### src/rtl/cordic_vec_pkg.sv
// Shared types and constants for the vectoring-mode CORDIC (magnitude / atan2).
// Arctangent table is in binary-angle units: 0x8000 = pi, LSB = pi/32768.
package cordic_vec_pkg;

    typedef enum logic [1:0] {
        IDLE = 2'd0,
        RUN  = 2'd1,
        COMP = 2'd2,
        DONE = 2'd3
    } state_t;

    localparam int          ATAN_N   = 14;
    localparam int          INV_K    = 19898;
    localparam logic [15:0] ANGLE_PI = 16'h8000;

    function automatic logic [15:0] atan_lookup(input logic [3:0] idx);
        case (idx)
            4'd0:    atan_lookup = 16'd8192;
            4'd1:    atan_lookup = 16'd4836;
            4'd2:    atan_lookup = 16'd2555;
            4'd3:    atan_lookup = 16'd1297;
            4'd4:    atan_lookup = 16'd651;
            4'd5:    atan_lookup = 16'd326;
            4'd6:    atan_lookup = 16'd163;
            4'd7:    atan_lookup = 16'd81;
            4'd8:    atan_lookup = 16'd41;
            4'd9:    atan_lookup = 16'd20;
            4'd10:   atan_lookup = 16'd10;
            4'd11:   atan_lookup = 16'd5;
            4'd12:   atan_lookup = 16'd3;
            4'd13:   atan_lookup = 16'd1;
            default: atan_lookup = 16'd0;
        endcase
    endfunction

endpackage

### src/rtl/cordic_vec_iter.sv
// One combinational vectoring micro-rotation: drives y toward zero,
// accumulating the rotated angle in z (z wraps modulo 2^16 by design).
module cordic_vec_iter
    import cordic_vec_pkg::*;
#(
    parameter int INT_W = 19
) (
    input  logic signed [INT_W-1:0] i_x,
    input  logic signed [INT_W-1:0] i_y,
    input  logic        [15:0]      i_z,
    input  logic        [3:0]       i_iter,
    input  logic        [15:0]      i_atan,
    output logic signed [INT_W-1:0] o_x,
    output logic signed [INT_W-1:0] o_y,
    output logic        [15:0]      o_z
);

    logic                    w_d_pos;
    logic signed [INT_W-1:0] w_x_sh;
    logic signed [INT_W-1:0] w_y_sh;

    assign w_d_pos = ~i_y[INT_W-1];
    assign w_x_sh  = i_x >>> i_iter;
    assign w_y_sh  = i_y >>> i_iter;

    assign o_x = w_d_pos ? (i_x + w_y_sh) : (i_x - w_y_sh);
    assign o_y = w_d_pos ? (i_y - w_x_sh) : (i_y + w_x_sh);
    assign o_z = w_d_pos ? (i_z + i_atan) : (i_z - i_atan);

endmodule

### src/rtl/cordic_vectoring.sv
// Iterative vectoring CORDIC: (x, y) -> (magnitude, atan2) with valid/ready on both sides.
// Optional macro CORDIC_VEC_GAIN_COMP_EN adds a COMP state that removes the CORDIC gain.
//
// state | meaning
// IDLE  | in_ready high, waiting for a vector
// RUN   | one micro-rotation per cycle, iter 0..ITER-1
// COMP  | gain compensation multiply (macro builds only)
// DONE  | out_valid high, result held until out_ready
module cordic_vectoring
    import cordic_vec_pkg::*;
#(
    parameter int DATA_W = 16,
    parameter int ITER   = 14,
    parameter int INT_W  = DATA_W + 3
) (
    input  logic              clk,
    input  logic              reset_n,
    input  logic              in_valid,
    output logic              in_ready,
    input  logic [DATA_W-1:0] x_in,
    input  logic [DATA_W-1:0] y_in,
    output logic              out_valid,
    input  logic              out_ready,
    output logic [DATA_W+1:0] mag_out,
    output logic [15:0]       angle_out
);

    state_t r_state;
    state_t w_state_nxt;

    logic signed [INT_W-1:0] r_x;
    logic signed [INT_W-1:0] r_y;
    logic        [15:0]      r_z;
    logic        [3:0]       r_iter;
    logic                    r_zero;
    logic        [DATA_W+1:0] r_mag;
    logic        [15:0]      r_angle;

    logic signed [INT_W-1:0] w_x_ext;
    logic signed [INT_W-1:0] w_y_ext;
    logic signed [INT_W-1:0] w_x_nxt;
    logic signed [INT_W-1:0] w_y_nxt;
    logic        [15:0]      w_z_nxt;
    logic                    w_accept;
    logic                    w_last;
    logic                    w_out_load;
    logic        [DATA_W+1:0] w_mag_res;
    logic        [15:0]      w_angle_res;

    // Sign-extend first so that negating -2^(DATA_W-1) does not overflow.
    assign w_x_ext  = {{(INT_W-DATA_W){x_in[DATA_W-1]}}, x_in};
    assign w_y_ext  = {{(INT_W-DATA_W){y_in[DATA_W-1]}}, y_in};
    assign w_accept = (r_state == IDLE) && in_valid;
    assign w_last   = (r_state == RUN) && (r_iter == 4'(ITER-1));

    cordic_vec_iter #(
        .INT_W (INT_W)
    ) u_iter (
        .i_x    (r_x),
        .i_y    (r_y),
        .i_z    (r_z),
        .i_iter (r_iter),
        .i_atan (atan_lookup(r_iter)),
        .o_x    (w_x_nxt),
        .o_y    (w_y_nxt),
        .o_z    (w_z_nxt)
    );

`ifdef CORDIC_VEC_GAIN_COMP_EN
    localparam int PROD_W = INT_W + 16;
    logic [PROD_W-1:0] w_prod;

    // x is non-negative after pre-rotation, so an unsigned multiply is exact.
    assign w_prod      = PROD_W'($unsigned(r_x)) * PROD_W'(INV_K);
    assign w_out_load  = (r_state == COMP);
    assign w_mag_res   = (DATA_W+2)'((w_prod + PROD_W'(1 << 14)) >> 15);
    assign w_angle_res = r_z;
`else
    assign w_out_load  = w_last;
    assign w_mag_res   = w_x_nxt[DATA_W+1:0];
    assign w_angle_res = w_z_nxt;
`endif

    always_ff @(posedge clk or negedge reset_n) begin
        if (!reset_n) begin
            r_state <= IDLE;
        end else begin
            r_state <= w_state_nxt;
        end
    end

    always_comb begin
        w_state_nxt = r_state;
        case (r_state)
            IDLE: begin
                if (in_valid) w_state_nxt = RUN;
            end
            RUN: begin
                if (r_iter == 4'(ITER-1)) begin
`ifdef CORDIC_VEC_GAIN_COMP_EN
                    w_state_nxt = COMP;
`else
                    w_state_nxt = DONE;
`endif
                end
            end
            COMP: begin
                w_state_nxt = DONE;
            end
            DONE: begin
                if (out_ready) w_state_nxt = IDLE;
            end
            default: begin
                w_state_nxt = IDLE;
            end
        endcase
    end

    always_comb begin
        in_ready  = (r_state == IDLE);
        out_valid = (r_state == DONE);
        mag_out   = r_mag;
        angle_out = r_angle;
    end

    always_ff @(posedge clk or negedge reset_n) begin
        if (!reset_n) begin
            r_x     <= '0;
            r_y     <= '0;
            r_z     <= '0;
            r_iter  <= '0;
            r_zero  <= 1'b0;
            r_mag   <= '0;
            r_angle <= '0;
        end else begin
            if (w_accept) begin
                r_iter <= '0;
                r_zero <= (x_in == '0) && (y_in == '0);
                if (x_in[DATA_W-1]) begin
                    r_x <= -w_x_ext;
                    r_y <= -w_y_ext;
                    r_z <= ANGLE_PI;
                end else begin
                    r_x <= w_x_ext;
                    r_y <= w_y_ext;
                    r_z <= '0;
                end
            end else if (r_state == RUN) begin
                r_x    <= w_x_nxt;
                r_y    <= w_y_nxt;
                r_z    <= w_z_nxt;
                r_iter <= r_iter + 4'd1;
            end

            // Zero vectors still take full latency; the result is simply forced.
            if (w_out_load) begin
                r_mag   <= r_zero ? '0 : w_mag_res;
                r_angle <= r_zero ? '0 : w_angle_res;
            end
        end
    end

endmodule

### config.mk
export PLATFORM = sky130hd
export DESIGN_NAME = cordic_vectoring
export DESIGN_NICKNAME = d
export VERILOG_FILES = /design/src/rtl/cordic_vec_pkg.sv /design/src/rtl/cordic_vec_iter.sv /design/src/rtl/cordic_vectoring.sv
export SDC_FILE = /design/constraint.sdc
export NUM_CORES = 1
export LEC_CHECK = 0
export CAP_MARGIN = 20
export CORE_MARGIN = 2
export CORE_UTILIZATION = 35
export CTS_CLUSTER_SIZE = 8
export DETAILED_ROUTE_END_ITERATION = 8
export PLACE_DENSITY = 0.54
export SYNTH_ARGS = -nofsm -noshare
export SYNTH_HDL_FRONTEND = slang
export SYNTH_HIERARCHICAL = 1
export SYNTH_SLANG_ARGS = --single-unit
### constraint.sdc
create_clock -name clk -period 12.1 [get_ports clk]
set_input_delay 1.815 -clock clk [delete_from_list [all_inputs] [get_ports clk]]
set_output_delay 1.815 -clock clk [all_outputs]
set_load 0.02 [all_outputs]
==> flow_metrics.tcl <==
set metrics [dict create \
    gp_congestion 0.875 \
    synth_top_cell_area_share_pct 22.9 \
    ant_nets 0 \
    finClkSkew_ps 15.2 \
    antenna_found_initial 0 \
    syn_area_mm2 0.0104 \
    antenna_cells 0 \
    drive_above_1_share_pct 8.24 \
    die_area_mm2 0.0310 \
    ys_seq_area_share_pct 22.9 \
    cts.root.buffer_cell "clkbuf_16" \
    dp_hpwl_um 21100 \
    fin_ws_ps 6150 \
    first_iter_violations 588 \
    grt_usage_pct 18.9 \
    maxCapViolations 0 \
    post_cts_resize_count 0 \
    std_cell_rows 63 \
    grt_overflow_total 0 \
    clock_sinks 95 \
    fin_crit_ps 5950 \
    portBuffers 71 \
    start_util_pct 35.3 \
    synth_common_cells "nand2_1 (123), nor2_1 (100), dfrtp_1 (95)" \
    max_slew_margin_pct 35.7 \
    grt_pass1_wl_um 46900 \
    core_area_mm2 0.0294 \
    io_pins 72 \
    synth_seq_cells 95 \
    ys_types 88 \
    end_kind "flip-flop" \
    wirelength_um 28900 \
    syn2layout_area_growth_pct 12.4 \
    nets 1373 \
    postLayoutCoreUtil_pct 39.7 \
    insertion_delay_ps 360 \
    min_period_over_period_pct 49.2 \
    clk_pin_slew_ps 70 \
    netlist_top_cells_area "dfrtp_1 (23%), ha_1 (7.8%), mux2i_1 (5.9%)" \
    setup_tns_ps 0 \
    cts_made_buffers 9 \
    crit_required_ps 12380 \
    cts_tree "done" \
    yosys_warnings 6 \
    routedWlPerCell_um 17.3 \
    fillers 2993 \
    crit_type "reg2reg" \
    slew_violations 0 \
    syn_avg_cell_area_um2 8.33 \
    route.detailed.drc 0 \
    critPathMaxFanout 33 \
    synth-edff-count 0 \
    hold_viol 0 \
    synth_cells 1245 \
    worstPathArrival_ps 6240 \
    clk_path_buf_depth 2 \
    vias_per_cell 5.48 \
    status "finished clean" \
    cts_max_level 3 \
    max_freq_mhz 168 \
    holdWs_ps 481 \
    post-cts-setup-buffers 0 \
    grt_max_degree 87 \
    cts-hold-fix-buffers 0 \
    synthFlopType "dfrtp_1" \
    synth_area_leader_cell "dfrtp_1" \
    startpoint_type "flip-flop" \
    hp-class "reg2reg" \
    dr.pass1.iters 7 \
    synth.most_common_cell "nand2_1" \
    rsz0062_at_grt "false" \
    dieHeight_um 176 \
    synth-async-reset-ratio_pct 100 \
    setup_viol_count_final 0 \
    die_w_um 176 \
    tightest_slew_ps 964 \
    dp_slack_ps 6240 \
    via_count 9124 \
    grt_pass1_vias 8672 \
]
-- cell type report --
| class | count | area (um^2) | area share, % |
|---|---|---|---|
| flip-flops and latches | 95 | 2380 | 20.4 |
| clock buffers | 11 | 243 | 2.08 |
| clock inverters | 5 | 63.8 | 0.547 |
| multi-input cells | 1039 | 7520 | 64.4 |
| repair buffers | 81 | 808 | 6.93 |
| inverters | 43 | 161 | 1.38 |
| well taps | 390 | 488 | 4.18 |
-- worst paths after layout --
kind                               startpoint             to  slack [ps]  cells past startpoint
max in group asynchronous             reset_n      r_iter[1]        9430                      2
worst max register to register      r_iter[0]        r_y[17]        6150                     21
worst min register to register  angle_out[13]  angle_out[13]         480                      2
min in group asynchronous             reset_n        r_y[11]        1410                      1
worst min-delay path            angle_out[13]  angle_out[13]         480                      2
worst max-delay path                r_iter[0]        r_y[17]        6150                     21
-- state kept, by name, indices dropped and copies added, names as in the netlist --
signal and flops:
r_zero 1, r_y 19, r_x 19, r_z 16, mag_out 18, r_state 2
r_iter 4, angle_out 16
-- cells by family after synthesis --
group	count (synthesis)	share of synthesized area (%)
and+or+nand+nor	418	20.4
AOI/OAI and AO/OA	338	20.7
buffers and inverters	113	4.87
other	1	0.0361
adders and majority gates	68	8.42
xor gates and xnor gates	113	9.82
muxes	99	12.8
DFF	95	22.9
-- placed cells by master, fill, tap and decap left out, types with 8 or more instances in the layout --
master	instances
xnor2_1	63
mux2i_1	61
nor2_1	100
clkdlybuf4s50_1	70
nor3_1	21
or2_2	8
buf_4	9
o22ai_1	13
nand3_1	19
a211oi_1	25
clkbuf_16	9
inv_1	42
mux2_2	10
xor2_1	48
and3_1	8
o21ai_0	88
dfrtp_1	91
and2_1	10
mux4_2	26
a31oi_1	11
a21oi_1	93
o21ai_1	8
o31ai_1	9
a21o_1	14
nand2b_1	46
nand2_1	122
ha_1	64
nor2b_1	37
-- metal layers --
layer | share of wire [%] | global-route usage [%]
met5 | 0 | 0
met4 | 2.1 | 5.54
met3 | 3.4 | 2.28
met2 | 49 | 32.3
met1 | 45 | 25.0
-- critical path, cell delays in order (launching register included) --
cell	delay (ps)
dfrtp_2	580
buf_4	500
mux4_2	620
a22oi_1	180
o31ai_1	170
a2111oi_2	410
and2_1	220
and4_1	300
nor2_1	70
xnor2_1	160
ha_1	370
a21oi_1	160
nor2b_1	60
o21ai_0	150
nand2b_1	100
a21o_1	200
o311ai_1	360
or4b_2	610
o311ai_0	170
mux2_2	250
o22ai_1	70
a31oi_1	160
-- per-stage QoR --
stage	std cells	instance area, um^2
floorplan	1247	10400
global placement	1646	11300
detailed placement	1646	11300
CTS	1662	11600
global route	1664	11700
finish	1664	11700
Power is not shown: default switching activity piles up to over one toggle a cycle in this logic, so the estimate is an artifact.
